## config.mk

```make
export PLATFORM = sky130hd
export DESIGN_NAME = alu_arbiter
export DESIGN_NICKNAME = d
export VERILOG_FILES = /design/src/rtl/alu_arbiter.sv
export SDC_FILE = /design/constraint.sdc
export NUM_CORES = 1
export LEC_CHECK = 0
export CAP_MARGIN = 20
export CORE_MARGIN = 2
export CORE_UTILIZATION = 38
export CTS_CLUSTER_SIZE = 12
export DETAILED_ROUTE_END_ITERATION = 10
export PLACE_DENSITY = 0.81
export SLEW_MARGIN = 20
export SYNTH_ARGS = -nofsm -noshare
export SYNTH_HDL_FRONTEND = slang
export SYNTH_SLANG_ARGS = --single-unit
```

## constraint.sdc

```tcl
create_clock -name clk -period 1.9 [get_ports clk]
set_input_delay 0.38 -clock clk [delete_from_list [all_inputs] [get_ports clk]]
set_output_delay 0.38 -clock clk [all_outputs]
set_load 0.01 [all_outputs]
```

## src/rtl/alu_arbiter.sv

```systemverilog
`default_nettype none
// ============================================================================
// Module   : alu_arbiter
// Purpose  : Two-requester front end for one shared combinational ALU.
//            Grants one operation at a time: IDLE -> ISSUE -> RESP.
//            Optional macro ALU_ARB_RR_EN selects round-robin arbitration;
//            without it, requester 0 has fixed priority.
// Revision : 1.0 - initial release
// ============================================================================
module alu_arbiter #(
    parameter int DATA_W = 32
) (
    input  logic              clk,
    input  logic              nRst,

    input  logic              req0_valid,
    output logic              req0_ready,
    input  logic [DATA_W-1:0] req0_a,
    input  logic [DATA_W-1:0] req0_b,
    input  logic [5:0]        req0_op,

    input  logic              req1_valid,
    output logic              req1_ready,
    input  logic [DATA_W-1:0] req1_a,
    input  logic [DATA_W-1:0] req1_b,
    input  logic [5:0]        req1_op,

    output logic [DATA_W-1:0] alu_a,
    output logic [DATA_W-1:0] alu_b,
    output logic [5:0]        alu_op,
    input  logic [DATA_W-1:0] alu_result,
    input  logic              alu_negative,
    input  logic              alu_zero,

    output logic              rsp_valid,
    output logic              rsp_id,
    output logic [DATA_W-1:0] rsp_result,
    output logic              rsp_negative,
    output logic              rsp_zero,
    input  logic              rsp_ready,

    output logic              busy,
    output logic [15:0]       ops_done
);

    localparam logic [1:0] c_idle  = 2'd0;
    localparam logic [1:0] c_issue = 2'd1;
    localparam logic [1:0] c_resp  = 2'd2;

    logic [1:0]        r_state;
    logic [DATA_W-1:0] r_a;
    logic [DATA_W-1:0] r_b;
    logic [5:0]        r_op;
    logic              r_id;
    logic              r_rsp_valid;
    logic              r_rsp_id;
    logic [DATA_W-1:0] r_rsp_result;
    logic              r_rsp_negative;
    logic              r_rsp_zero;
    logic [15:0]       r_ops_done;

    logic              w_idle;
    logic              w_accept;
    logic              w_grant1;

    assign w_idle   = (r_state == c_idle);
    assign w_accept = w_idle && (req0_valid || req1_valid);

`ifdef ALU_ARB_RR_EN
    logic              r_last_grant;

    // On contention the requester that did not win last time goes next.
    assign w_grant1 = req1_valid && (!req0_valid || !r_last_grant);
`else
    assign w_grant1 = req1_valid && !req0_valid;
`endif

    assign req0_ready = w_accept && !w_grant1;
    assign req1_ready = w_accept &&  w_grant1;

    always_ff @(posedge clk or negedge nRst) begin
        if (!nRst) begin
            r_state        <= c_idle;
            r_a            <= '0;
            r_b            <= '0;
            r_op           <= '0;
            r_id           <= 1'b0;
            r_rsp_valid    <= 1'b0;
            r_rsp_id       <= 1'b0;
            r_rsp_result   <= '0;
            r_rsp_negative <= 1'b0;
            r_rsp_zero     <= 1'b0;
            r_ops_done     <= '0;
`ifdef ALU_ARB_RR_EN
            r_last_grant   <= 1'b1;
`endif
        end else begin
            case (r_state)
                c_idle: begin
                    if (w_accept) begin
                        r_a     <= w_grant1 ? req1_a  : req0_a;
                        r_b     <= w_grant1 ? req1_b  : req0_b;
                        r_op    <= w_grant1 ? req1_op : req0_op;
                        r_id    <= w_grant1;
                        r_state <= c_issue;
`ifdef ALU_ARB_RR_EN
                        r_last_grant <= w_grant1;
`endif
                    end
                end
                c_issue: begin
                    // The ALU sees the latched operands for exactly this cycle.
                    r_rsp_valid    <= 1'b1;
                    r_rsp_id       <= r_id;
                    r_rsp_result   <= alu_result;
                    r_rsp_negative <= alu_negative;
                    r_rsp_zero     <= alu_zero;
                    r_state        <= c_resp;
                end
                c_resp: begin
                    if (rsp_ready) begin
                        r_rsp_valid <= 1'b0;
                        r_ops_done  <= r_ops_done + 16'd1;
                        r_state     <= c_idle;
                    end
                end
                default: begin
                    r_state <= c_idle;
                end
            endcase
        end
    end

    assign alu_a        = r_a;
    assign alu_b        = r_b;
    assign alu_op       = r_op;
    assign rsp_valid    = r_rsp_valid;
    assign rsp_id       = r_rsp_id;
    assign rsp_result   = r_rsp_result;
    assign rsp_negative = r_rsp_negative;
    assign rsp_zero     = r_rsp_zero;
    assign busy         = !w_idle;
    assign ops_done     = r_ops_done;

endmodule
`default_nettype wire

```

### Word level (Yosys, flattened, before mapping)

Index checks and enable logic that the tools add are counted.

* register bits: 125
* bits of input ports: 179
* output and inout bits: 125

* add/sub/neg operators: 1
* equal/unequal tests: 4
* muxes and demuxes: 8
* reductions and logical operators: 14

Operators by type and width (count)
* 2-to-1 mux 32 bit: 2
* adder 16 x 1 -> 16 bit, second input constant: 1
* AND reduction 2 bit: 4
* 2-to-1 mux 6 bit: 1
* case mux 2 bit (3 select lines): 1
* logical AND 1 bit: 4
* 2-to-1 mux 2 bit: 2
* logical NOT 1 bit: 3
* equality test 2 x 1 -> 1 bit, second input constant: 1
* equality test 2 bit, second input constant: 1
* logical NOT 2 bit: 1
* inequality test 2 x 1 -> 1 bit, second input constant: 1
* inequality test 2 bit, second input constant: 1
* case mux 1 bit (2 select lines): 1
* nonzero test 2 bit: 1
* logical OR 1 bit: 1
* 2-to-1 mux 1 bit: 1

### Longest topological paths before layout

* depth after elaboration: 4
* gate-level depth with buffers: 7
* depth with buffers taken out: 5

### Least setup slack after synthesis

Ideal clock, no wire load.

* kind: flip-flop to output port
* from: register r_state[1]
* to: output port req1_ready
* data arrival time: 1.238 ns
* data required time: 1.520 ns
* setup slack: 0.282 ns
* stages on the path, launching flop included: 4
* buffers on the path: 2
* cells stage by stage: dfrtp_1 -> buf_6 -> nor4b_4 -> buf_6

* word-level cells in the longest chain between the ends: 3

Ends and longest elaborated chain
* start, declared: line 50 `logic [1:0] r_state;`
* start signal, assigned: line 83 `r_state <= c_idle;`
* start signal, assigned: line 105 `r_state <= c_issue;`
* start signal, assigned: line 118 `r_state <= c_resp;`
* logical NOT 2 bit: line 66 `assign w_idle = (r_state == c_idle);`
* logical AND 1 bit: line 67 `assign w_accept = w_idle && (req0_valid || req1_valid);`
* logical AND 1 bit: line 79 `assign req1_ready = w_accept && w_grant1;`
* end, declared: line 23 `output logic req1_ready,`

Every way passes these cells.

### Worst setup path in the final report

Same ends and word-level chain as after synthesis.

==> metrics.md <==
| Metric | Value |
|---|---|
| Status | complete, but fails checks |
| Failing checks | DRC |
| Clk Latency, worst-skew pair | 0.40 ns |
| Clock sink total | 125 |
| Iteration-0 DRC Markers | 533 |
| Fmax | 0.551 GHz |
| VDD IR max | 871 µV |
| Synth Area in Simple Gates | under 10% |
| Final hold violations | 0 |
| Unrepaired setup endpoints after global routing | no |
| CTS H-tree depth | 4 |
| Seq/Total Area, Yosys | slightly above 60% |
| Router iterations before antenna repair | 11 |
| Worst setup SP type | register |
| Post-route clock period utilization | 95.5% |
| Site Rows | 42 |
| Worst slew margin | approximately 62% |
| Die width | 120 µm |
| Endpoints failing setup | 0 |
| Min Tclk post-route | 1.82 ns |
| Vias per std cell | 5.29 |
| I/O Buffers | around 300 |
| Total Wirelength | 17.3 mm |
| Top cell type's share of synthesized area | roughly three fifths |
| DRC viols | 1 |
| Compound-Gate Fraction of Synth Area | 14.0% |
| Max-Cap Viols | 0 |
| Synth Area in XOR/XNOR | under 10% |
| Post-route ant nets | 0 |
| Post-DP HPWL | 12.6 mm |
| Slew Viols, Final | 0 |
| Seq cells post-synth | roughly 130 |
| Post-Syn Area | 0.00516 mm² |
| Top Ports | 304 |
| Worst min-delay path class | in2reg |
| Max FO, Critical Path | 3 |
| Post-synth top area cell | dfrtp_1 |
| Pin count of the biggest net entering global routing | 71 |
| Adder-cell share of the synthesized area | less than 1% |
| Starting Density | 38.9% |
| Clock transition at path regs | ~0.050 ns |
| Crit path capture type | output pin |
| Vias in the first global route | 4874 |
| CTS root buf | clkbuf_16 |
| Drt wl/cell | 19.4 µm |
| Ratio of cells with drive above 1 in the final layout | 13.5% |
| Setup TNS | 0 ns |
| First-pass GRT wire length | 26.0 mm |
| Syn Area/Cell | 13.3 µm² |
| Setup WS post-layout | 0.0849 ns |
| Mux cell area share after synthesis | 7.64% |
| Slew at the pin with the worst max-slew slack | 0.571 ns |
| Synth warn | 0 |
| Static Leak | between 0.004 and 0.005 µW |
| CTS Buf Count | 17 |
| CTS max path bufs | 2 |
| Required time worst endpoint | 1.52 ns |
| Total Nets Final | 879 |
| PwrDens | 1600 mW/mm² |
| Routability cong. | about 0.8 |
| Net Count, Synth | ~570 |
| Area grow syn2layout | 75.6% |
| Area contributors post-synth | dfrtp_1 (61%), a222oi_1 (14%), mux2_2 (7.6%), inv_1 (5.3%), buf_6 (3.7%) |
| GRT Overall Usage | between 20% and 30% |
| Main combinational cell family by area after synthesis | compound AO/OA/AOI/OAI gates |
| Die area | 0.0145 mm² |
| TritonCTS clock tree | built |
| Antenna fix cells | 0 |
| Global route overflow | 0 |
| Layout Skew | 0.00298 ns |
| CP Data Arrival Time | 1.44 ns |
| Worst slack, placed | -0.348 ns |
| Cells after Synth | roughly 400 |
| Core ar. | 0.0132 mm² |
| Critical path type | reg2out |
| Number of distinct library cells after synthesis | 27 |
| Die Span Y | 120 µm |
| Antenna violations before repair | 0 |
| Total number of vias | 4696 |
flip-flops by register name, summed over array words and instances, names as in the netlist:
signal / cells
r_state: 2
alu_b: 32
rsp_zero: 1
rsp_id: 1
ops_done: 16
rsp_valid: 1
rsp_negative: 1
alu_op: 6
rsp_result: 32
r_id: 1
alu_a: 32
layer usage:
metal  part of all wire [%]  up-vias  track usage, %
met5                      0        -               0
met4                    2.9        0            9.67
met3                    8.9       34            8.02
met2                     52      268            41.5
met1                     36     2331            25.5
li1                       -     2063               -
timing repair:
| item | 4_1_cts | 5_1_grt |
|---|---|---|
| endpoints found under the setup margin | 3 | 53 |
| buffers inserted | 0 | 1 |
| gates resized for setup | 8 | 5 |
| hold buffers | 1 | 0 |
| hold endpoints to repair | 32 | 0 |
cell families after synthesis:
kind of cell | after synthesis
fa+ha+maj | 1
xor+xnor | 15
flops | 125
simple gates | 38
compound gates | 74
buf+inv | 101
mux | 35
critical path: stages, from the launching register on:
cell	delay, ns
dfrtp_2	0.45
nor4b_4	0.30
clkdlybuf4s15_2	0.28
through the flow:
| stage | power [µW] | cell area (µm²) | utilization [%] | instances | hold slack [ns] |
|---|---|---|---|---|---|
| finish | 14500 | 9050 | 68.4 | 888 | 0.387 |
| global route | 15300 | 9050 | 68.4 | 888 | 0.368 |
| CTS | 14600 | 9030 | 68.2 | 887 | 0.489 |
| detailed placement | 10900 | 8360 | 63.1 | 854 | 0.387 |
| global placement | 10700 | 8360 | 63.1 | 854 | 0.380 |
| floorplan | 7440 | 5160 | - | 389 | 0.0844 |
worst paths after layout:
path                                              from                     end  cells past startpoint  slack [ns]
worst max-delay path            r_state[1]$_DFFE_PN0P_              req1_ready                      2        0.08
worst min-delay path                        req1_valid        r_id$_DFFE_PN0P_                      3        0.39
worst max register to register  r_state[1]$_DFFE_PN0P_    alu_b[6]$_DFFE_PN0P_                      5        0.15
worst min register to register   alu_a[26]$_DFFE_PN0P_   alu_a[26]$_DFFE_PN0P_                      2        0.49
max in group asynchronous                         nRst  r_state[0]$_DFFE_PN0P_                      3        0.84
min in group asynchronous                         nRst   alu_b[20]$_DFFE_PN0P_                      2        0.48
where the power goes:
group | leakage, µW | switching (µW) | internal [µW] | total [µW]
clock | 0.000322 | 1140 | 2470 | 3600
sequential | 0.00154 | 748 | 3880 | 4630
combinational | 0.00226 | 2670 | 3630 | 6300
layout make-up:
| class | instances | area, µm² |
|---|---|---|
| fillers | 990 | 4190 |
| repair buffers | 319 | 3230 |
| flip-flops and latches | 125 | 3130 |
| multi-input cells | 163 | 1530 |
| clock buffers | 22 | 484 |
| inverters | 73 | 274 |
| well taps | 176 | 220 |
| clock inverters | 10 | 184 |
layout by cell type (no fill, tap or decap), types with 2 or more instances in the layout:
cell,synthesis,final
nand2_1,10,10
nor2_1,6,6
xor2_1,5,5
clkbuf_16,0,17
a222oi_1,70,70
a21oi_1,2,2
inv_1,73,73
buf_12,0,6
clkinvlp_4,0,2
dfrtp_2,0,2
or2_2,3,3
clkdlybuf4s15_1,0,2
buf_4,0,9
nand4_1,4,4
xnor2_1,10,10
dfrtp_1,125,123
clkinv_2,0,2
bufinv_16,0,5
clkbuf_8,0,4
mux2_2,35,35
nand3_1,4,4
nor3b_1,2,2
clkdlybuf4s50_1,0,297
cell usage after synthesis:
master / count
ha_1: 1
nor3b_1: 2
buf_6: 17
xor2_1: 5
nand4_1: 4
nor4_4: 1
nand2_1: 10
nor2_1: 6
and4_1: 1
nor4b_4: 1
nor2_2: 1
and2_1: 1
mux2_2: 35
a222oi_1: 70
a21oi_1: 2
nor2b_1: 1
o21ai_1: 1
nand3_1: 4
inv_1: 73
nor4_2: 1
xnor2_1: 10
nand3b_4: 1
or2_2: 3
nor3_1: 1
dfrtp_1: 125
o21ai_0: 1
buf_2: 11
Power figures use the tool's default switching activity.
